## config.mk

```make
export PLATFORM = sky130hd
export DESIGN_NAME = mc_controller
export DESIGN_NICKNAME = d
export VERILOG_FILES = /design/src/rtl/mc_controller_pkg.sv /design/src/rtl/mc_controller_instr_decode.sv /design/src/rtl/mc_controller.sv
export SDC_FILE = /design/constraint.sdc
export NUM_CORES = 1
export LEC_CHECK = 0
export ABC_AREA = 1
export BUFFER_PORTS_ARGS = -buffer_cell sky130_fd_sc_hd__clkbuf_2
export CELL_PAD_IN_SITES_DETAIL_PLACEMENT = 1
export CELL_PAD_IN_SITES_GLOBAL_PLACEMENT = 1
export CORE_MARGIN = 1.5
export CORE_UTILIZATION = 35
export DETAILED_ROUTE_END_ITERATION = 8
export PLACE_DENSITY = 0.88
export SETUP_SLACK_MARGIN = 0.15
export SYNTH_ARGS = -nofsm -noshare
export SYNTH_HDL_FRONTEND = slang
export SYNTH_SLANG_ARGS = --single-unit
```

## constraint.sdc

```tcl
create_clock -name clk -period 1.9 [get_ports clk]
set_clock_uncertainty 0.2 [all_clocks]
set_input_delay 0.095 -clock clk [delete_from_list [all_inputs] [get_ports clk]]
set_output_delay 0.095 -clock clk [all_outputs]
set_load 0.01 [all_outputs]
```

## src/rtl/mc_controller_pkg.sv

```systemverilog
// mc_controller_pkg
//   Shared encodings for the multi-cycle MIPS32 control unit: opcode/funct
//   constants, FSM state codes, ALU op, next-PC select, register destination
//   and write-data select codes, and the instruction-class index map used by
//   the decoder's one-hot output.
package mc_controller_pkg;

    // Primary opcodes (IR[31:26])
    localparam logic [5:0] OPC_RTYPE = 6'h00;
    localparam logic [5:0] OPC_J     = 6'h02;
    localparam logic [5:0] OPC_JAL   = 6'h03;
    localparam logic [5:0] OPC_BEQ   = 6'h04;
    localparam logic [5:0] OPC_ORI   = 6'h0D;
    localparam logic [5:0] OPC_LUI   = 6'h0F;
    localparam logic [5:0] OPC_LW    = 6'h23;
    localparam logic [5:0] OPC_SW    = 6'h2B;

    // R-type function codes (IR[5:0])
    localparam logic [5:0] FN_SRA  = 6'h03;
    localparam logic [5:0] FN_JR   = 6'h08;
    localparam logic [5:0] FN_JALR = 6'h09;
    localparam logic [5:0] FN_ADDU = 6'h21;
    localparam logic [5:0] FN_SUBU = 6'h23;

    typedef enum logic [2:0] {
        S_FETCH  = 3'd0,
        S_DECODE = 3'd1,
        S_EXEC   = 3'd2,
        S_MEM    = 3'd3,
        S_WB     = 3'd4,
        S_FAULT  = 3'd5
    } state_t;

    // ALU operations
    localparam logic [2:0] ALU_OR  = 3'b001;
    localparam logic [2:0] ALU_ADD = 3'b010;
    localparam logic [2:0] ALU_SUB = 3'b011;
    localparam logic [2:0] ALU_SRA = 3'b100;

    // Next-PC sources
    localparam logic [2:0] NPC_PC4  = 3'b000;
    localparam logic [2:0] NPC_BEQ  = 3'b001;
    localparam logic [2:0] NPC_J    = 3'b010;
    localparam logic [2:0] NPC_JAL  = 3'b011;
    localparam logic [2:0] NPC_JR   = 3'b100;
    localparam logic [2:0] NPC_JALR = 3'b101;

    // Register destination select
    localparam logic [1:0] RD_RT = 2'b00;
    localparam logic [1:0] RD_RD = 2'b01;
    localparam logic [1:0] RD_RA = 2'b10;

    // Register write-data select
    localparam logic [1:0] WD_ALU = 2'b00;
    localparam logic [1:0] WD_MDR = 2'b01;
    localparam logic [1:0] WD_PC  = 2'b10;
    localparam logic [1:0] WD_LUI = 2'b11;

    // Bit positions of the one-hot instruction class vector
    localparam int CLS_ADDU = 0;
    localparam int CLS_SUBU = 1;
    localparam int CLS_SRA  = 2;
    localparam int CLS_ORI  = 3;
    localparam int CLS_LUI  = 4;
    localparam int CLS_LW   = 5;
    localparam int CLS_SW   = 6;
    localparam int CLS_BEQ  = 7;
    localparam int CLS_J    = 8;
    localparam int CLS_JAL  = 9;
    localparam int CLS_JR   = 10;
    localparam int CLS_JALR = 11;
    localparam int N_CLS    = 12;

    // Register-register ALU instructions share EXEC/WB handling
    function automatic logic is_alu_r(input logic [N_CLS-1:0] cls);
        return cls[CLS_ADDU] | cls[CLS_SUBU] | cls[CLS_SRA];
    endfunction

endpackage

```

## src/rtl/mc_controller_instr_decode.sv

```systemverilog
// mc_controller_instr_decode
//   Combinational instruction classifier.
//   Ports:
//     opc     in  6       primary opcode IR[31:26]
//     func    in  6       function field IR[5:0] (only meaningful for opc 0)
//     cls     out N_CLS   one-hot instruction class (all zero when illegal)
//     illegal out 1       opcode/funct combination not supported
module mc_controller_instr_decode
    import mc_controller_pkg::*;
(
    input  logic [5:0]       opc,
    input  logic [5:0]       func,
    output logic [N_CLS-1:0] cls,
    output logic             illegal
);

    always_comb begin
        cls = '0;
        case (opc)
            OPC_RTYPE: begin
                case (func)
                    FN_ADDU: cls[CLS_ADDU] = 1'b1;
                    FN_SUBU: cls[CLS_SUBU] = 1'b1;
                    FN_SRA:  cls[CLS_SRA]  = 1'b1;
                    FN_JR:   cls[CLS_JR]   = 1'b1;
                    FN_JALR: cls[CLS_JALR] = 1'b1;
                    default: cls = '0;
                endcase
            end
            OPC_ORI: cls[CLS_ORI] = 1'b1;
            OPC_LUI: cls[CLS_LUI] = 1'b1;
            OPC_LW:  cls[CLS_LW]  = 1'b1;
            OPC_SW:  cls[CLS_SW]  = 1'b1;
            OPC_BEQ: cls[CLS_BEQ] = 1'b1;
            OPC_J:   cls[CLS_J]   = 1'b1;
            OPC_JAL: cls[CLS_JAL] = 1'b1;
            default: cls = '0;
        endcase
        illegal = ~|cls;
    end

endmodule

```

## src/rtl/mc_controller.sv

```systemverilog
// mc_controller
//   Multi-cycle MIPS32 control unit. Sequences FETCH/DECODE/EXEC/MEM/WB over a
//   shared memory with a ready handshake and drives the datapath strobes.
//   Counts retired instructions and raises a sticky fault on an illegal
//   instruction or a memory access that waits MEM_TIMEOUT cycles.
//   Ports:
//     clk, rst_n            clock (rising edge), async active-low reset
//     opc, func, zero       instruction fields and ALU equal flag
//     mem_ready             memory completes the current access this cycle
//     memread, memwrite     memory requests; iord picks PC (0) or ALUOut (1)
//     irwrite, pcwrite      IR latch and PC load; npc_slc picks next PC
//     regwrite, regdst,     register-file write enable, destination and
//     wd_sel                write-data source
//     alusrc, extop, aluop  ALU operand B select, immediate extension, op
//     state                 current FSM state (debug)
//     fault                 sticky fault flag
//     retired               retired-instruction count, wraps
module mc_controller
    import mc_controller_pkg::*;
#(
    parameter int ALUOP_W     = 3,
    parameter int NPC_W       = 3,
    parameter int MEM_TIMEOUT = 15,
    parameter int CNT_W       = 32
) (
    input  logic               clk,
    input  logic               rst_n,
    input  logic [5:0]         opc,
    input  logic [5:0]         func,
    input  logic               zero,
    input  logic               mem_ready,
    output logic               memread,
    output logic               memwrite,
    output logic               iord,
    output logic               irwrite,
    output logic               pcwrite,
    output logic [NPC_W-1:0]   npc_slc,
    output logic               regwrite,
    output logic [1:0]         regdst,
    output logic [1:0]         wd_sel,
    output logic               alusrc,
    output logic               extop,
    output logic [ALUOP_W-1:0] aluop,
    output logic [2:0]         state,
    output logic               fault,
    output logic [CNT_W-1:0]   retired
);

    localparam int WAIT_W = $clog2(MEM_TIMEOUT + 1);

    state_t              state_q;
    state_t              state_next;
    logic [WAIT_W-1:0]   wait_cnt;
    logic [N_CLS-1:0]    cls;
    logic                illegal;
    logic                wait_hit;
    logic                waiting;
    logic                retire;

    mc_controller_instr_decode u_decode (
        .opc     (opc),
        .func    (func),
        .cls     (cls),
        .illegal (illegal)
    );

    // The access that has already waited MEM_TIMEOUT-1 cycles faults on its
    // next not-ready cycle; mem_ready in that same cycle still completes it.
    assign wait_hit = (wait_cnt == WAIT_W'(MEM_TIMEOUT - 1));
    assign waiting  = ((state_q == S_FETCH) || (state_q == S_MEM)) && !mem_ready;
    assign retire   = (state_next == S_FETCH) &&
                      (state_q inside {S_DECODE, S_EXEC, S_MEM, S_WB});
    assign state    = state_q;

    always_ff @(posedge clk or negedge rst_n) begin
        if (!rst_n) begin
            state_q  <= S_FETCH;
            fault    <= 1'b0;
            retired  <= '0;
            wait_cnt <= '0;
        end else begin
            state_q <= state_next;
            if (state_next == S_FAULT) begin
                fault <= 1'b1;
            end
            // Any state change clears the counter, so every FETCH/MEM entry
            // starts a fresh wait budget.
            if (state_next != state_q) begin
                wait_cnt <= '0;
            end else if (waiting) begin
                wait_cnt <= wait_cnt + WAIT_W'(1);
            end
            if (retire) begin
                retired <= retired + CNT_W'(1);
            end
        end
    end

    // Outputs are forced low while rst_n is asserted so that no write can
    // leak out during an asynchronous reset.
    always_comb begin
        state_next = state_q;
        memread    = 1'b0;
        memwrite   = 1'b0;
        iord       = 1'b0;
        irwrite    = 1'b0;
        pcwrite    = 1'b0;
        npc_slc    = NPC_W'(NPC_PC4);
        regwrite   = 1'b0;
        regdst     = RD_RT;
        wd_sel     = WD_ALU;
        alusrc     = 1'b0;
        extop      = 1'b0;
        aluop      = '0;

        if (rst_n) begin
            case (state_q)
                S_FETCH: begin
                    memread = 1'b1;
                    if (mem_ready) begin
                        irwrite    = 1'b1;
                        pcwrite    = 1'b1;
                        npc_slc    = NPC_W'(NPC_PC4);
                        state_next = S_DECODE;
                    end else if (wait_hit) begin
                        state_next = S_FAULT;
                    end
                end

                S_DECODE: begin
                    if (illegal) begin
                        state_next = S_FAULT;
                    end else if (cls[CLS_J]) begin
                        pcwrite    = 1'b1;
                        npc_slc    = NPC_W'(NPC_J);
                        state_next = S_FETCH;
                    end else if (cls[CLS_JAL]) begin
                        pcwrite    = 1'b1;
                        npc_slc    = NPC_W'(NPC_JAL);
                        regwrite   = 1'b1;
                        regdst     = RD_RA;
                        wd_sel     = WD_PC;
                        state_next = S_FETCH;
                    end else if (cls[CLS_JR]) begin
                        pcwrite    = 1'b1;
                        npc_slc    = NPC_W'(NPC_JR);
                        state_next = S_FETCH;
                    end else if (cls[CLS_JALR]) begin
                        pcwrite    = 1'b1;
                        npc_slc    = NPC_W'(NPC_JALR);
                        regwrite   = 1'b1;
                        regdst     = RD_RD;
                        wd_sel     = WD_PC;
                        state_next = S_FETCH;
                    end else begin
                        state_next = S_EXEC;
                    end
                end

                S_EXEC: begin
                    if (is_alu_r(cls)) begin
                        alusrc     = 1'b0;
                        if (cls[CLS_ADDU]) aluop = ALUOP_W'(ALU_ADD);
                        if (cls[CLS_SUBU]) aluop = ALUOP_W'(ALU_SUB);
                        if (cls[CLS_SRA])  aluop = ALUOP_W'(ALU_SRA);
                        state_next = S_WB;
                    end else if (cls[CLS_ORI]) begin
                        alusrc     = 1'b1;
                        extop      = 1'b0;
                        aluop      = ALUOP_W'(ALU_OR);
                        state_next = S_WB;
                    end else if (cls[CLS_LUI]) begin
                        alusrc     = 1'b1;
                        state_next = S_WB;
                    end else if (cls[CLS_LW] || cls[CLS_SW]) begin
                        alusrc     = 1'b1;
                        extop      = 1'b1;
                        aluop      = ALUOP_W'(ALU_ADD);
                        state_next = S_MEM;
                    end else if (cls[CLS_BEQ]) begin
                        alusrc     = 1'b0;
                        extop      = 1'b1;
                        aluop      = ALUOP_W'(ALU_SUB);
                        pcwrite    = zero;
                        npc_slc    = NPC_W'(NPC_BEQ);
                        state_next = S_FETCH;
                    end else begin
                        // Opcode changed under us; nothing sane to execute.
                        state_next = S_FAULT;
                    end
                end

                S_MEM: begin
                    iord = 1'b1;
                    if (cls[CLS_LW] || cls[CLS_SW]) begin
                        memread  = cls[CLS_LW];
                        memwrite = cls[CLS_SW];
                        if (mem_ready) begin
                            state_next = cls[CLS_LW] ? S_WB : S_FETCH;
                        end else if (wait_hit) begin
                            state_next = S_FAULT;
                        end
                    end else begin
                        state_next = S_FAULT;
                    end
                end

                S_WB: begin
                    state_next = S_FETCH;
                    regwrite   = 1'b1;
                    if (is_alu_r(cls)) begin
                        regdst = RD_RD;
                        wd_sel = WD_ALU;
                    end else if (cls[CLS_LUI]) begin
                        wd_sel = WD_LUI;
                    end else if (cls[CLS_LW]) begin
                        wd_sel = WD_MDR;
                    end else if (cls[CLS_ORI]) begin
                        wd_sel = WD_ALU;
                    end else begin
                        regwrite   = 1'b0;
                        state_next = S_FAULT;
                    end
                end

                S_FAULT: state_next = S_FAULT;

                default: state_next = S_FAULT;
            endcase
        end
    end

endmodule

```

[Word-level counts from Yosys, hierarchy flattened]
Cells that the tools add are included.
Storage, ports and cells
  flip-flop bits (word level): 40
  output and inout bits: 54
  bits of input ports: 16
Operators by class
  muxes and demuxes: 123
  add/subtract/negate cells: 2
  equal/unequal tests: 19
  bitwise logic cells: 2
  reduce and logical (&&, ||, !) cells: 11
Operators by type and width (count)
  3-bit 2-to-1 mux: 28
  1-bit 2-to-1 mux: 64
  2-bit 2-to-1 mux: 22
  32-bit by 1-bit adder with 32-bit output (second input constant): 1
  6-bit by 4-bit equality test with 1-bit output (second input constant): 4
  6-bit equality test (second input constant): 4
  6-bit by 2-bit equality test with 1-bit output (second input constant): 3
  3-bit one-hot mux with 5 select lines: 1
  12-bit OR reduction: 1
  4-bit 2-to-1 mux: 2
  2-bit one-hot mux with 2 select lines: 2
  3-bit by 2-bit equality test with 1-bit output (second input constant): 2
  3-bit equality test (second input constant): 2
  6-bit by 3-bit equality test with 1-bit output (second input constant): 1
  3-bit logical NOT: 2
  6-bit logical NOT: 1
  3-bit one-hot mux with 2 select lines: 1
  4-bit by 1-bit adder with 4-bit output (second input constant): 1
  4-bit equality test (second input constant): 1
  1-bit one-hot mux with 2 select lines: 2
  4-bit nonzero test: 1
  3-bit by 1-bit equality test with 1-bit output (second input constant): 1
  3-bit inequality test: 1
  1-bit one-hot mux with 3 select lines: 1
  other kinds (5): 8

[Depth between registers and ports, before layout]
Gate-level depths: netlist (run 1).
  word-level depth: 12
  depth in mapped cells: 17

[Modules after synthesis]
A second synthesis (run 1) with hierarchy kept.
Unflattened totals
  cell total of the unflattened synthesis: 522
  area, all modules: 3354.5 um^2
Modules (own cells, without submodules)
  mc_controller: area each 3032.9 um^2, sequential area each 1001.0 um^2, cells an instance 460, times used 1
  mc_controller_instr_decode: area each 321.6 um^2, sequential area each 0.0 um^2, cells an instance 62, times used 1

[Worst setup path after synthesis (run 1)]
No wires, ideal clock.
  path type: register -> register
  from: register state_q[1] (netlist: state[1])
  to: register retired[22]
  library setup time: 0.117 ns
  setup slack: -0.232 ns
  stages on the path, launching flop included: 14
  required time: 1.583 ns
  buffers on the path: 1
  clock period less this slack: 2.132 ns
  data arrival time: 1.815 ns
  path through: dfrtp_1 nor2_1 inv_1 a21oi_1 o211ai_1 nor2_1 nand2_1 nor2_2 nor2_4 nor2_8 nand2_8 buf_8 nand2_1 nand2_1
Between the ends
  elaborated cells between the ends (all ways): 14
RTL lines
  from (decl): RTL line mc_controller.sv:51  | state_t state_q;
  from (signal assigned): RTL line mc_controller.sv:82  | state_q <= state_next;
  3-bit equality test (tied with other cells): RTL line mc_controller.sv:117  | case (state_q)
  3-bit one-hot mux with 5 select lines *: RTL line mc_controller.sv:117
  3-bit 2-to-1 mux *: RTL line mc_controller.sv:116  | if (rst_n) begin
  named net state_next[0]: RTL line mc_controller.sv:52  | state_t state_next;
  3-bit logical NOT *: RTL line mc_controller.sv:71  | assign retire = (state_next == S_FETCH) &&
  1-bit logical AND *: RTL line mc_controller.sv:71
  to (signal assigned): RTL line mc_controller.sv:94  | retired <= retired + CNT_W'(1);
  to (decl): RTL line mc_controller.sv:46  | output logic [CNT_W-1:0] retired
Mark *: on every way through the listed nets, which the timed path passes. The rest lies on a longest branch.
A chain may end at the register's enable or synchronous reset.

[Worst setup path in the final report (run 1)]
  from: register wait_cnt[0]
  to: register retired[22]
Between the ends
  cells in the longest elaborated chain, start to end: 8
  elaborated cells between the ends (all ways): 9
RTL lines
  from (decl): RTL line mc_controller.sv:53  | logic [WAIT_W-1:0] wait_cnt;
  from (signal assigned): RTL line mc_controller.sv:91  | wait_cnt <= wait_cnt + WAIT_W'(1);
  4-bit equality test *: RTL line mc_controller.sv:69  | assign wait_hit = (wait_cnt == WAIT_W'(MEM_TIMEOUT - 1));
  3-bit 2-to-1 mux *: RTL line mc_controller.sv:125, mc_controller.sv:200
  3-bit 2-to-1 mux: RTL line mc_controller.sv:198  | if (mem_ready) begin
  3-bit 2-to-1 mux: RTL line mc_controller.sv:195  | if (cls[CLS_LW] || cls[CLS_SW]) begin
  3-bit one-hot mux with 5 select lines *: RTL line mc_controller.sv:117
  3-bit 2-to-1 mux *: RTL line mc_controller.sv:116
  named net state_next[0]: RTL line mc_controller.sv:52
  3-bit logical NOT *: RTL line mc_controller.sv:71
  1-bit logical AND *: RTL line mc_controller.sv:71
Marks and branches as above.

==> results.md, run 1 <==
- The final-report max-slew violation count is 0.
- The met2 track utilization from global routing is 50.7%.
- For this block, the routed nets add up to 16,500 um of wire.
- The initial utilization of the core area, before any placement, comes to 36.4%.
- Clock latency on the worst-skew pair, taken at its later pin, is 0.31 ns.
- The type of destination of the critical path is a flip-flop.
- Max-cap violations in this run came to 0.
- The average footprint of a synthesized cell is 6.83 sq um.
- The critical-path maximum fanout is 8.
- In the post-synthesis netlist, the biggest area contributors are sky130_fd_sc_hd__dfrtp_1 (31%), sky130_fd_sc_hd__nand2_1 (17%), sky130_fd_sc_hd__nand3_1 (8.6%).
- After global routing the overflow that remains totals 0.
- Of the available clock period, the critical path in the final layout requires 124%.
- In this run, the number of DRC markers left after iteration 0 of detailed routing was 235.
- The smallest clock period supported by the final layout is computed as 2.37 ns.
- The analysis attributes to cell leakage a power of 2.57 nW.
- No sink is reached through more buffers than the 2 on the longest clock path.
- In this run the worst hold path is classified as in -> async.
- TritonCTS built the clock tree.
- The headroom to the max-slew limit is 70.8%.
- Synthesis produced a netlist whose cell count is 467.
- The critical path in this run is classified as reg -> reg.
- The post-detailed-placement half-perimeter wirelength is 9680 um.
- The adder and majority gate portion of the synthesized area is 1.18%.
- Adding up every negative setup slack in the final design gives -16.59 ns.
- The checks that failed: negative hold slack, negative setup slack.
- CTS placed an instance of sky130_fd_sc_hd__clkbuf_8 at the clock tree root.
- After layout, the worst setup slack is -0.465 ns.
- The multiplexer fraction of the synthesized cell area is 0%.
- Summing every instance area after synthesis gives 3190 sq um.
- Total power for the finished layout comes to 4.78 mW.
- The die covers 9700 sq um.
- For this run, global-route usage on met1 was measured as 30.1%.
- The achievable clock frequency is 0.423 GHz.
- The most used flip-flop cell after synthesis is sky130_fd_sc_hd__dfrtp_1.
- The initial antenna violation count is 0.
- The final layout net count is 672.
- In the routed design, unresolved DRC markers number 0.
- The first global-routing pass estimated 21,000 um of wire.
- The total number of yosys warnings is 0.
- The number of inserted filler cells in the final layout is 1,111.
- The area fraction in compound gates after synthesis is 3.45%.
- The post-synth net total is 486.
- After global routing, the most crowded layer is met2.
- The end-of-flow core utilization is 58.7%.
- The wire length per cell after detailed routing is 21.6 um.
- The flip-flop and latch count after synthesis is 40.
- The critical path data required time is 1.90 ns.
- The CTS sink count is 40.
- Dividing total power by cell area gives a power density of 929 nW/um^2.
- The number of global-route vias before repair is 4,228.
- The number of flops mapped to enable cells by yosys is 0.
- For this run, global-route usage on met3 was measured as 3.40%.
- The number of placed I/O pins is 70.
- The total track usage is 26.7%.
- After floorplanning, the core was divided into 34 placement rows.
- The run finished, with violations left.
- The number of vias per cell after detailed routing is 5.54.
- The post-route netlist has 46.8% of its cells at a drive strength greater than 1.
- After Yosys synthesis, XOR and XNOR cells account for 9.06% of the synthesized area.
- The library cells used most frequently in the layout, excluding fill and tap cells, are sky130_fd_sc_hd__nand2_1 (118), sky130_fd_sc_hd__buf_4 (100), sky130_fd_sc_hd__clkbuf_2 (54), sky130_fd_sc_hd__nor2_1 (47), sky130_fd_sc_hd__inv_1 (40).
- Leaving out fill and tap cells, the most frequent cell in the layout is sky130_fd_sc_hd__nand2_1.
- The routability congestion estimate is 0.915.
- Setup repair after global routing could not meet its margin everywhere.
- The layout overhead on the synthesized area is 61.1%.
- The number of diodes is 0.
- The final number of hold-violating endpoints is 40.
- The number of H-tree levels is 2.
- After synthesis, the largest family of logic cells by area is simple AND/OR/NAND/NOR gates.
- The proportion of synthesized chip area in sequential cells is 31.4%.
- Across all hold checks on the routed design, the worst slack comes to -0.361 ns.
- Summing the areas of all and, or, nand and nor instances in the mapped netlist gives 46.3% of the synthesized area.
- The count of buffers added on input and output ports is 69.
- The clock-pin slew on the worst setup and hold paths is 0.09 ns.
- The floorplan step set the die width to 98.5 um.
- The core region is 8760 sq um.
- The critical path launch point type is a flip-flop.
- Setup violations remaining at the end of the flow were counted as 53.
- The depth of the worst register-to-register path is 15.
- The number of unique standard cell types used by synthesis is 33.
- The cell type contributing the most total cell area after synthesis is sky130_fd_sc_hd__dfrtp_1.
- The count of TritonRoute iterations in the first routing pass is 4.
- Measured along the y axis, the die boundary spans 98.5 um.
- Entering global routing, the biggest net connects 47 pins.
- Once detail routing completed, the nets flagged for antenna violations numbered 0.
- After synthesis, the largest area contributor takes up 31.4% of total cell area.
- The routed layout has 4,224 vias.
- Of all flip-flops after synthesis, the portion carrying an async set or reset was 100%.
- The arrival time at the worst endpoint is 2.37 ns.
- The total clock buffers created by CTS is 5.
- The measured slew at the worst slew-check pin is 0.434 ns.
- Across the VDD grid, the largest voltage drop is 384 uV.
[stage by stage]
step | cell area (sq um) | setup WS [ns] | instances
after global routing | 5140 | -0.549 | 762
after CTS | 4630 | -0.271 | 744
after floorplan | 3230 | -0.0589 | 467
after global placement | 4380 | -0.196 | 730
after detailed placement | 4380 | -0.305 | 730
final | 5140 | -0.465 | 762
[repair_timing]
item / in CTS / in global routing
pin swaps: 8 / 28
setup endpoints to repair: 56 / 57
setup buffers: 6 / 13
cloned: 0 / 5
endpoints found under the hold margin: 40 / 40
resized for setup: 26 / 90
[power by group]
part / switching [mW] / internal [mW] / total (mW)
Clock: 0.355 / 0.391 / 0.746
Sequential: 0.0801 / 0.909 / 0.990
Combinational: 1.73 / 1.31 / 3.04
Total: 2.16 / 2.61 / 4.78
[metal layers]
layer  share of wire, %  wire length, um
met3                4.3              706
met4                6.3             1030
met5                  0                0
met2                 53             8660
met1                 37             6080
[flip-flops by register name, indices dropped and copies added, names as in the netlist]
signal	flops
retired	32
wait_cnt	4
state	3
fault	1
[synth_stat cells, types with 4 or more instances]
cell	instances
sky130_fd_sc_hd__nand2_1	141
sky130_fd_sc_hd__nor2_1	58
sky130_fd_sc_hd__nand3_1	55
sky130_fd_sc_hd__inv_1	43
sky130_fd_sc_hd__dfrtp_1	40
sky130_fd_sc_hd__xor2_1	20
sky130_fd_sc_hd__nor3_1	14
sky130_fd_sc_hd__xnor2_1	13
sky130_fd_sc_hd__nor4_1	12
sky130_fd_sc_hd__nand4_1	9
sky130_fd_sc_hd__inv_2	7
sky130_fd_sc_hd__nand2_2	6
sky130_fd_sc_hd__nand3_2	6
sky130_fd_sc_hd__a21oi_1	5
sky130_fd_sc_hd__buf_4	4
sky130_fd_sc_hd__nor2_4	4
[final cells by class]
class	count	area, sq um	area share [%]
clock buffer	6	72.6	1.41
clock inverter	2	35.0	0.682
inverter	50	198	3.85
multi-input combinational	369	2320	45.2
sequential	40	1000	19.5
tap	108	135	2.63
timing repair buffer	187	1370	26.7
[cells by family after synthesis]
group / Yosys count
buffers and inverters: 60
and+or+nand+nor: 313
adders and majority gates: 3
AOI/OAI and AO/OA: 18
DFF: 40
xor gates and xnor gates: 33
[path summary, 6_finish.rpt]
| path | start | end | slack, ns |
|---|---|---|---|
| setup / recovery | wait_cnt[0]$_DFFE_PN0P_ | retired[22]$_DFFE_PN0P_ | -0.47 |
| hold / removal | rst_n | retired[29]$_DFFE_PN0P_ | -0.36 |
| setup reg to reg | wait_cnt[0]$_DFFE_PN0P_ | retired[22]$_DFFE_PN0P_ | -0.47 |
| hold reg to reg | fault$_DFFE_PN0N_ | fault$_DFFE_PN0N_ | 0.34 |
| max in group asynchronous | rst_n | state[0]$_DFF_PN0_ | 1.62 |
| min in group clk | mem_ready | wait_cnt[0]$_DFFE_PN0P_ | 0.23 |
[worst max-delay path, cell delays in order, from the launching register on]
cell                        delay [ns]
sky130_fd_sc_hd__dfrtp_1          0.40
sky130_fd_sc_hd__inv_1            0.07
sky130_fd_sc_hd__ha_2             0.20
sky130_fd_sc_hd__nand3_4          0.10
sky130_fd_sc_hd__nand2_2          0.10
sky130_fd_sc_hd__nand2_2          0.05
sky130_fd_sc_hd__a21oi_2          0.16
sky130_fd_sc_hd__nor2_1           0.09
sky130_fd_sc_hd__nand2_2          0.11
sky130_fd_sc_hd__nor2_4           0.05
sky130_fd_sc_hd__nor2_4           0.16
sky130_fd_sc_hd__nor2_8           0.07
sky130_fd_sc_hd__buf_12           0.15
sky130_fd_sc_hd__clkbuf_16        0.17
sky130_fd_sc_hd__nand3_2          0.08
sky130_fd_sc_hd__nand2_1          0.08
Power figures use the tool's default switching activity.
==> inputs of run 2 (changes only) <==
--- a/config.mk
+++ b/config.mk
@@ -13,6 +13,7 @@
 export CORE_UTILIZATION = 35
 export DETAILED_ROUTE_END_ITERATION = 8
 export PLACE_DENSITY = 0.88
+export REMOVE_ABC_BUFFERS = 1
 export SETUP_SLACK_MARGIN = 0.15
 export SYNTH_ARGS = -nofsm -noshare
 export SYNTH_HDL_FRONTEND = slang
==> run 2 against run 1 <==
- the run ends with negative setup slack left
- cell count up 0.39%
- sequential share of layout area is 1.2 points lower
- global-route usage is 6.3 points higher
- design area grew 6.1%
- via count is 7.5% higher
- hold slack better by 0.57 ns
- critical path depth shrank 2
- first-iteration DRC count increased by 17%
- combinational power rose by 14%
- count of clock-buffer cells in the layout fell by 1
- critical endpoint is now retired[27]$_DFFE_PN0P_
- highest routed layer unchanged
==> results.md, run 2 (same netlist as run 1, synthesis figures left out) <==
- The type of destination of the critical path is a flip-flop (unchanged).
- The met1 demand-to-capacity share in global routing is 35.7% (was 30.1%).
- Result of the run: finished with violations (unchanged).
- The row count is 34 (unchanged).
- The clock insertion delay at the later pin of the skew report is 0.32 ns (was 0.31 ns).
- The critical path launch point type is a flip-flop (unchanged).
- The initial core utilization came to 36.4% (unchanged).
- The most common cell after layout, fill and taps aside is sky130_fd_sc_hd__nand2_1 (unchanged).
- The proportion of power drawn by flip-flops and latches is 18.6% (was 20.7%).
- The switching component of the power was 2.42 mW (was 2.16 mW).
- The headroom to the max-slew limit is 56.3% (was 70.8%).
- The TritonCTS clock tree is done (unchanged).
- The maximum clock path buffer count is 2 (unchanged).
- The critical path data required time is 1.90 ns (about the same).
- The total power density per cell area is 953 nW/um^2 (was 929 nW/um^2).
- The final setup violation count is 56 (was 53).
- The worst min-delay path category is in -> reg (was in -> async).
- The total track usage came to 33.1% (was 26.7%).
- The post-detailed-routing wire length is 19,400 um (was 16,500 um).
- The terminus of the critical flop-to-flop path was retired[27]$_DFFE_PN0P_ (was retired[22]$_DFFE_PN0P_).
- The final-layout worst hold slack is 0.214 ns (was -0.361 ns).
- Cell breakdown of the critical path: buf_6 > inv_6 > nand3_4 > nor2_4 > nand4_1 > nand2_2 > nor2_4 > nor2_4 > nor2_8 > buf_6 > buf_12 > nand3_2 > nand2_1 (was inv_1 > ha_2 > nand3_4 > nand2_2 > nand2_2 > a21oi_2 > nor2_1 > nand2_2 > nor2_4 > nor2_4 > nor2_8 > buf_12 > clkbuf_16 > nand3_2 > nand2_1).
- The number of buffers inserted by port buffering is 69 (unchanged).
- The clock-pin slew on the worst setup and hold paths is 0.09 ns (about the same).
- The final layout net count came to 675 (was 672).
- The combined buffer and inverter count along the critical path is 4 (was 3).
- The number of vias per cell after detailed routing is 5.94 (was 5.54).
- Unrepaired setup endpoints after global routing: true (unchanged).
- The standard cell area after detailed placement is 4290 sq um (was 4380 sq um).
- The y dimension of the die is 98.5 um (unchanged).
- The wire length per cell after detailed routing was 25.4 um (was 21.6 um).
- The kind of cell adding the most delay to the critical path is simple AND/OR/NAND/NOR gates (unchanged).
- The source of the worst register-to-register timing path is state[0]$_DFF_PN0_ (was wait_cnt[0]$_DFFE_PN0P_).
- The number of flip-flops under the largest register name came to 32 (unchanged).
- The relative contribution of the clock network to total power is 14.5% (was 15.6%).
- The number of design-rule violations left by the first detailed-router iteration is 274 (was 235).
- The share of the clock period used by the worst path was 126% (was 124%).
- The cell at the root of the clock tree is sky130_fd_sc_hd__clkbuf_8 (unchanged).
- The largest stage delay on the critical path is 0.44 ns (was 0.40 ns).
- The startpoint of the worst setup timing path was state[0]$_DFF_PN0_ (was wait_cnt[0]$_DFFE_PN0P_).
- The largest net degree at the start of global routing is 30 (was 47).
- The hold path startpoint is mem_ready.
- The count of TritonRoute iterations in the first routing pass is 5 (was 4).
- The number of H-tree levels is 2 (unchanged).
- The number of inserted filler cells in the final layout is 1,064 (was 1,111).
- The minimum period implied by the final worst setup slack came to 2.40 ns (was 2.37 ns).
- The CTS sink count is 40 (unchanged).
- The most frequent cell on the critical path is sky130_fd_sc_hd__nor2_4 (was sky130_fd_sc_hd__nand2_2).
- The area of all placed cells without fillers is 5450 sq um (was 5140 sq um).
- The met2 track utilization from global routing is 60.6% (was 50.7%).
- The end-of-flow core utilization is 62.2% (was 58.7%).
- The die outline area was 9700 sq um (unchanged).
- The routed via count is 4,541 (was 4,224).
- The share of power burned in combinational logic is 66.9% (was 63.7%).
- The cell with the largest stage delay on the worst path is sky130_fd_sc_hd__dfrtp_1 (unchanged).
- The post-detailed-placement half-perimeter wirelength is 9300 um (was 9680 um).
- The final-report max-slew violation count was 0 (unchanged).
- The core region area is 8760 sq um (unchanged).
- The routability congestion estimate came to 0.917 (was 0.915).
- Failing checks: negative setup slack (was negative hold slack, negative setup slack).
- The largest register by flop count is retired (unchanged).
- The internal power summed over all cells is 2.78 mW (was 2.61 mW).
- The initial antenna violation count is 0 (unchanged).
- The number of diodes came to 0 (unchanged).
- The static power due to leakage is 2.63 nW (was 2.57 nW).
- The achievable clock frequency is 0.417 GHz (was 0.423 GHz).
- The layout overhead on the synthesized area is 70.9% (was 61.1%).
- The die outline width is 98.5 um (unchanged).
- The final number of hold-violating endpoints is 0 (was 40).
- The total clock buffers created by CTS was 5 (unchanged).
- The worst setup slack after layout was -0.499 ns (was -0.465 ns).
- Most frequent cells in the layout: sky130_fd_sc_hd__nand2_1 (106), sky130_fd_sc_hd__buf_4 (92), sky130_fd_sc_hd__clkbuf_2 (52), sky130_fd_sc_hd__nor2_1 (48), sky130_fd_sc_hd__dfrtp_1 (39) (was sky130_fd_sc_hd__nand2_1 (118), sky130_fd_sc_hd__buf_4 (100), sky130_fd_sc_hd__clkbuf_2 (54), sky130_fd_sc_hd__nor2_1 (47), sky130_fd_sc_hd__inv_1 (40)).
- The minimum setup slack among reg-to-reg paths came to -0.50 ns (was -0.47 ns).
- The residual overflow from global routing is 0 (unchanged).
- The first-pass GRT wire length was 25,100 um (was 21,000 um).
- The most utilized layer in the global route result was met2 (unchanged).
- The final antenna-violating net count came to 0 (unchanged).
- The endpoint of the worst setup timing path is retired[27]$_DFFE_PN0P_ (was retired[22]$_DFFE_PN0P_).
- The share of final-layout standard cells stronger than drive strength 1 is 51.1% (was 46.8%).
- The depth of the critical timing path with buffers and inverters included is 13 (was 15).
- The count of max-cap constraint violations was 0 (unchanged).
- The sum of internal, switching and leakage power is 5.20 mW (was 4.78 mW).
- The measured slew at the worst slew-check pin came to 0.651 ns (was 0.434 ns).
- The depth of the worst register-to-register path is 13 (was 15).
- The critical-path maximum fanout is 8 (unchanged).
- The number of global-route vias before repair is 4,689 (was 4,228).
- The worst voltage drop across the vdd grid is 578 uV (was 384 uV).
- The arrival time at the worst endpoint was 2.40 ns (was 2.37 ns).
- The type of the worst setup path was reg -> reg (unchanged).
- The post-route DRC violation count is 0 (unchanged).
- The met3 track demand over resource in global routing is 5.46% (was 3.40%).
- The switching portion of total power is 46.5% (was 45.3%).
- The number of placed I/O pins came to 70 (unchanged).
-- run 2: changes by cell type in the layout (fill, tap and decap cells not counted), moves of 3 or more --
cell                      previous run  this run
sky130_fd_sc_hd__nand3_1            33        20
sky130_fd_sc_hd__nand2_1           118       106
sky130_fd_sc_hd__buf_6              11        21
sky130_fd_sc_hd__nand3_2            24        34
sky130_fd_sc_hd__buf_4             100        92
sky130_fd_sc_hd__nand2_2            23        31
sky130_fd_sc_hd__nand2_4             7        11
sky130_fd_sc_hd__inv_1              40        37
sky130_fd_sc_hd__nand3_4             4         7
-- run 2: worst reg2reg max path: cells and delay by family, from the launching register on --
| family | cells | cell delay (ns) |
|---|---|---|
| buffers and inverters | 4 | 0.56 |
| DFF | 1 | 0.44 |
| and+or+nand+nor | 9 | 1.07 |
-- run 2: area by class of cell --
type,count,area (sq um),area share (%)
Clock buffer,5,68.8,1.26
Clock inverter,3,42.5,0.780
Inverter,50,210,3.85
Multi-Input combinational cell,370,2540,46.6
Sequential cell,40,1000,18.4
Tap cell,108,135,2.48
Timing Repair Buffer,189,1450,26.6
-- run 2: worst min path at each step --
| stage | end | slack, ns | cells past startpoint |
|---|---|---|---|
| global route | wait_cnt[0]$_DFFE_PN0P_ | 0.23 | 5 |
| floorplan | fault$_DFFE_PN0N_ | -0.40 | 0 |
| finish | wait_cnt[0]$_DFFE_PN0P_ | 0.21 | 5 |
| global placement | state[1]$_DFF_PN0_ | -0.09 | 2 |
| CTS | wait_cnt[0]$_DFFE_PN0P_ | 0.12 | 5 |
| detailed placement | state[1]$_DFF_PN0_ | -0.08 | 2 |
-- run 2: timing repair --
item | in CTS | in global routing
buffers inserted | 12 | 12
hold buffers | 2 | 0
setup endpoints to repair | 57 | 58
gates resized for setup | 77 | 116
cloned | 4 | 2
pin swaps | 38 | 35
endpoints found under the hold margin | 11 | 0
-- run 2: per-layer routing --
layer	vias to the layer above	wire length, um
li1	1885	-
met1	2209	6820
met2	318	9770
met3	129	1260
met4	0	1580
met5	-	0
-- run 2: metrics by stage --
step,setup slack [ns],instances,TNS [ns]
floorplan,-0.395,457,-12.65
global placement,-0.185,725,-5.64
detailed placement,-0.347,725,-11.54
CTS,-0.292,751,-10.66
global route,-0.547,765,-22.98
finish,-0.499,765,-20.04
-- run 2: power groups by stage --
stage / clock [mW] / combinational [mW] / sequential, mW
after floorplan: 0 / 0.782 / 1.00
after global placement: 0 / 1.57 / 0.960
after detailed placement: 0 / 1.67 / 0.968
after CTS: 0.718 / 2.50 / 0.953
after global routing: 0.789 / 3.58 / 0.971
final: 0.753 / 3.48 / 0.966
==> inputs of run 3 (changes only) <==
--- a/config.mk
+++ b/config.mk
@@ -5,16 +5,14 @@
 export SDC_FILE = /design/constraint.sdc
 export NUM_CORES = 1
 export LEC_CHECK = 0
-export ABC_AREA = 1
 export BUFFER_PORTS_ARGS = -buffer_cell sky130_fd_sc_hd__clkbuf_2
 export CELL_PAD_IN_SITES_DETAIL_PLACEMENT = 1
 export CELL_PAD_IN_SITES_GLOBAL_PLACEMENT = 1
 export CORE_MARGIN = 1.5
 export CORE_UTILIZATION = 35
 export DETAILED_ROUTE_END_ITERATION = 8
-export PLACE_DENSITY = 0.88
+export PLACE_DENSITY = 0.87
 export REMOVE_ABC_BUFFERS = 1
-export SETUP_SLACK_MARGIN = 0.15
 export SYNTH_ARGS = -nofsm -noshare
 export SYNTH_HDL_FRONTEND = slang
 export SYNTH_SLANG_ARGS = --single-unit
==> run 3 against run 2 <==
- the run still ends with negative setup slack left
- clock power is 4.2% higher
- cell count is 25% lower
- maximum frequency is 15% lower
- non-clock buffer count is 1 lower
- largest cell class unchanged
==> results.md, run 3 <==
- The dominant combinational cell family by area after synthesis is simple AND/OR/NAND/NOR gates (unchanged).
- The switching portion of total power is 40.4% (was 46.5%).
- Failing checks: negative setup slack (unchanged).
- The most used flip-flop cell after synthesis is sky130_fd_sc_hd__dfrtp_1 (unchanged).
- The achievable clock frequency was 0.356 GHz (was 0.417 GHz).
- The end-of-flow core utilization is 63.4% (was 62.2%).
- The number of unique standard cell types used by synthesis is 50 (was 33).
- The total power density per cell area came to 920 nW/um^2 (was 953 nW/um^2).
- The internal power summed over all cells is 2.51 mW (was 2.78 mW).
- Cell breakdown of the critical path: nor2_4 > o311a_1 > o211ai_1 > o21ai_2 > a2111oi_4 > buf_6 > buf_12 > buf_12 > nand4_1 > xnor2_1 (was buf_6 > inv_6 > nand3_4 > nor2_4 > nand4_1 > nand2_2 > nor2_4 > nor2_4 > nor2_8 > buf_6 > buf_12 > nand3_2 > nand2_1).
- The number of design-rule violations left by the first detailed-router iteration came to 174 (was 274).
- The flip-flop and latch count after synthesis is 40 (unchanged).
- The source of the worst register-to-register timing path is state[1]$_DFF_PN0_ (was state[0]$_DFF_PN0_).
- The share of the clock period used by the worst path is 148% (was 126%).
- The number of vias per cell after detailed routing came to 5.87 (was 5.94).
- The hold path startpoint is retired[30]$_DFFE_PN0P_ (was mem_ready).
- The kind of cell adding the most delay to the critical path is compound AO/OA/AOI/OAI gates (was simple AND/OR/NAND/NOR gates).
- The number of flops mapped to enable cells by yosys is 0 (unchanged).
- The type of the worst setup path is reg -> reg (unchanged).
- Top area cells in the synthesized netlist: sky130_fd_sc_hd__dfrtp_1 (39%), sky130_fd_sc_hd__xnor2_1 (11%), sky130_fd_sc_hd__nand3_1 (5.6%) (was sky130_fd_sc_hd__dfrtp_1 (31%), sky130_fd_sc_hd__nand2_1 (17%), sky130_fd_sc_hd__nand3_1 (8.6%)).
- The wire length per cell after detailed routing is 24.6 um (was 25.4 um).
- The post-synthesis cell area is 2590 sq um (was 3190 sq um).
- Unrepaired setup endpoints after global routing: true (unchanged).
- The sink of the worst hold path is retired[30]$_DFFE_PN0P_ (was wait_cnt[0]$_DFFE_PN0P_).
- The initial core utilization is 36.0% (was 36.4%).
- The number of H-tree levels was 2 (unchanged).
- The arrival time at the worst endpoint was 2.82 ns (was 2.40 ns).
- The core region area was 7210 sq um (was 8760 sq um).
- The total clock buffers created by CTS is 5 (unchanged).
- The TritonCTS clock tree was done (unchanged).
- Most frequent cells in the layout: sky130_fd_sc_hd__buf_4 (98), sky130_fd_sc_hd__clkbuf_2 (53), sky130_fd_sc_hd__dfrtp_1 (37), sky130_fd_sc_hd__xnor2_1 (29) (was sky130_fd_sc_hd__nand2_1 (106), sky130_fd_sc_hd__buf_4 (92), sky130_fd_sc_hd__clkbuf_2 (52), sky130_fd_sc_hd__nor2_1 (48), sky130_fd_sc_hd__dfrtp_1 (39)).
- The measured slew at the worst slew-check pin was 0.849 ns (was 0.651 ns).
- The synthesized instance count was 293 (was 467).
- The largest stage delay on the critical path was 0.50 ns (was 0.44 ns).
- The minimum period implied by the final worst setup slack was 2.81 ns (was 2.40 ns).
- The worst setup slack after layout is -0.909 ns (was -0.499 ns).
- The die outline width is 89.1 um (was 98.5 um).
- The area share of xor/xnor cells in the synthesized design was 11.5% (was 9.06%).
- The area fraction in compound gates after synthesis is 11.4% (was 3.45%).
- The routability congestion estimate came to 0.983 (was 0.917).
- The final number of hold-violating endpoints was 0 (unchanged).
- The multiplexer fraction of the synthesized cell area is 1.25% (was 0%).
- The first-pass GRT wire length is 18,800 um (was 25,100 um).
- The critical path launch point type was a flip-flop (unchanged).
- The initial antenna violation count is 0 (unchanged).
- The relative contribution of the clock network to total power is 18.6% (was 14.5%).
- Most instantiated cells after synthesis: sky130_fd_sc_hd__dfrtp_1 (40), sky130_fd_sc_hd__xnor2_1 (34), sky130_fd_sc_hd__nand3_1 (29), sky130_fd_sc_hd__nor2_1 (25), sky130_fd_sc_hd__and3_1 (21) (was sky130_fd_sc_hd__nand2_1 (141), sky130_fd_sc_hd__nor2_1 (58), sky130_fd_sc_hd__nand3_1 (55), sky130_fd_sc_hd__inv_1 (43), sky130_fd_sc_hd__dfrtp_1 (40)).
- The post-route DRC violation count is 0 (unchanged).
- The most common cell after layout, fill and taps aside is sky130_fd_sc_hd__buf_4 (was sky130_fd_sc_hd__nand2_1).
- The residual overflow from global routing is 0 (unchanged).
- The area share of the largest cell type after synthesis is 38.6% (was 31.4%).
- The final setup violation count was 55 (was 56).
- The number of global-route vias before repair is 3,567 (was 4,689).
- The post-detailed-placement half-perimeter wirelength is 7700 um (was 9300 um).
- The post-detailed-routing wire length is 14,200 um (was 19,400 um).
- The clock-pin slew on the worst setup and hold paths is 0.09 ns (about the same).
- The combined buffer and inverter count along the critical path is 3 (was 4).
- The number of diodes came to 0 (unchanged).
- The share of final-layout standard cells stronger than drive strength 1 was 56.2% (was 51.1%).
- The most frequent cell on the critical path is sky130_fd_sc_hd__buf_12 (was sky130_fd_sc_hd__nor2_4).
- The switching component of the power is 1.70 mW (was 2.42 mW).
- The critical path data required time is 1.91 ns (was 1.90 ns).
- The total track usage is 32.0% (was 33.1%).
- The cell at the root of the clock tree is sky130_fd_sc_hd__clkbuf_8 (unchanged).
- The cell type contributing the most total cell area after synthesis is sky130_fd_sc_hd__dfrtp_1 (unchanged).
- The worst voltage drop across the vdd grid is 576 uV (was 578 uV).
- The most common cell in the synthesized netlist was sky130_fd_sc_hd__dfrtp_1 (was sky130_fd_sc_hd__nand2_1).
- The share of synthesized registers carrying an async set or reset is 100% (unchanged).
- Result of the run: finished with violations (unchanged).
- The minimum setup slack among reg-to-reg paths was -0.91 ns (was -0.50 ns).
- The number of flip-flops under the largest register name was 32 (unchanged).
- The static power due to leakage is 2.14 nW (was 2.63 nW).
- The cell with the largest stage delay on the worst path is sky130_fd_sc_hd__dfrtp_2 (was sky130_fd_sc_hd__dfrtp_1).
- The number of buffers inserted by port buffering was 69 (unchanged).
- The clock insertion delay at the later pin of the skew report is 0.30 ns (was 0.32 ns).
- The proportion of synthesized chip area in sequential cells was 38.6% (was 31.4%).
- The number of placed I/O pins is 70 (unchanged).
- The maximum clock path buffer count was 2 (unchanged).
- The CTS sink count was 40 (unchanged).
- The largest register by flop count is retired (unchanged).
- The layout overhead on the synthesized area is 76.3% (was 70.9%).
- The number of inserted filler cells in the final layout is 829 (was 1,064).
- The headroom to the max-slew limit is 43.2% (was 56.3%).
- The final layout net count is 495 (was 675).
- The adder and majority gate portion of the synthesized area was 1.45% (was 1.18%).
- The critical-path maximum fanout is 7 (was 8).
- The hold-critical path depth is 1 (was 5).
- The terminus of the critical flop-to-flop path is retired[27]$_DFFE_PN0P_ (unchanged).
- The pre-CTS setup slack is -0.996 ns (was -0.347 ns).
- The average footprint of a synthesized cell came to 8.85 sq um (was 6.83 sq um).
- The y dimension of the die came to 89.1 um (was 98.5 um).
- The count of TritonRoute iterations in the first routing pass is 4 (was 5).
- The largest net degree at the start of global routing was 18 (was 30).
- The area fraction in and, or, nand and nor cells after synthesis is 31.9% (was 46.3%).
- The total number of yosys warnings is 0 (unchanged).
- The row count is 31 (was 34).
- The worst min-delay path category is reg -> reg (was in -> reg).
- The routed via count came to 3,380 (was 4,541).
- The type of destination of the critical path was a flip-flop (unchanged).
- The proportion of power drawn by flip-flops and latches was 23.9% (was 18.6%).
- The share of power burned in combinational logic was 57.5% (was 66.9%).
- The depth of the worst register-to-register path is 10 (was 13).
- The sum of internal, switching and leakage power is 4.21 mW (was 5.20 mW).
- The count of max-cap constraint violations is 0 (unchanged).
- The startpoint of the worst setup timing path is state[1]$_DFF_PN0_ (was state[0]$_DFF_PN0_).
- The final antenna-violating net count is 0 (unchanged).
- The final-report max-slew violation count is 0 (unchanged).
- The die outline area is 7940 sq um (was 9700 sq um).
## run 3: cell types whose count changed after synthesis, sizes merged, moves of 5 or more
cell,change
and3,+21
clkbuf,+6
inv,-38
nand2,-129
nand3,-32
nand4,+9
nor2,-43
nor4,-9
or2,+5
xnor2,+21
xor2,-20
## run 3: worst max path at each step
stage                              end  slack, ns  depth (start not counted)
2_1_floorplan   retired[1]$_DFFE_PN0P_      -1.46                          7
3_3_place_gp    retired[1]$_DFFE_PN0P_      -0.77                         10
3_5_place_dp    retired[1]$_DFFE_PN0P_       -1.0                         10
4_1_cts        retired[25]$_DFFE_PN0P_      -0.60                         10
5_1_grt        retired[24]$_DFFE_PN0P_      -0.99                         10
6_report       retired[27]$_DFFE_PN0P_      -0.91                         10
## run 3: per-stage QoR
step / instance area, sq um / hold slack [ns] / cells / setup TNS (ns)
after floorplan: 2540 / -0.401 / 281 / -45.59
final: 4570 / 0.321 / 576 / -33.28
after CTS: 4290 / 0.231 / 570 / -21.47
after global placement: 3750 / 0.0563 / 544 / -28.08
after detailed placement: 3750 / 0.0577 / 544 / -36.25
after global routing: 4570 / 0.331 / 576 / -37.19
## run 3: logic make-up (layout without fill, tap and decap cells)
logic type	count (synthesis)	in the layout
buf+inv	24	208
compound gates	37	37
xor+xnor	34	34
mux	3	3
simple gates	152	152
fa+ha+maj	3	3
flops	40	40
## run 3: timing repair
item,CTS,global route
hold buffers,3,0
setup endpoints to repair,55,57
gates resized for setup,56,68
buffers inserted,16,11
hold endpoints to repair,23,0
pin swaps,23,26
cloned,1,0
## run 3: layout make-up
type                            count  area, sq um  share of cell area, %
Multi-Input combinational cell    229         1910                   41.8
Inverter                           12         45.0                  0.985
Timing Repair Buffer              188         1360                   29.8
Clock inverter                      1         30.0                  0.657
Tap cell                           99          124                   2.71
Sequential cell                    40         1000                   22.0
Clock buffer                        7         96.3                   2.11
## run 3: layer usage
metal  vias up  track usage (%)  part of all wire (%)
li1       1431                -                     -
met1      1702             34.6                    36
met2       176             57.2                    51
met3        71             5.36                   5.7
met4         0             21.1                   7.0
met5         -                0                     0
## run 3: power by group through the flow
stage	registers, mW	clock network, mW	logic, mW
after global routing	1.01	0.827	2.50
final	1.00	0.785	2.42
after CTS	0.984	0.787	2.00
after global placement	0.982	0	1.37
after detailed placement	0.989	0	1.45
after floorplan	1.04	0	0.553
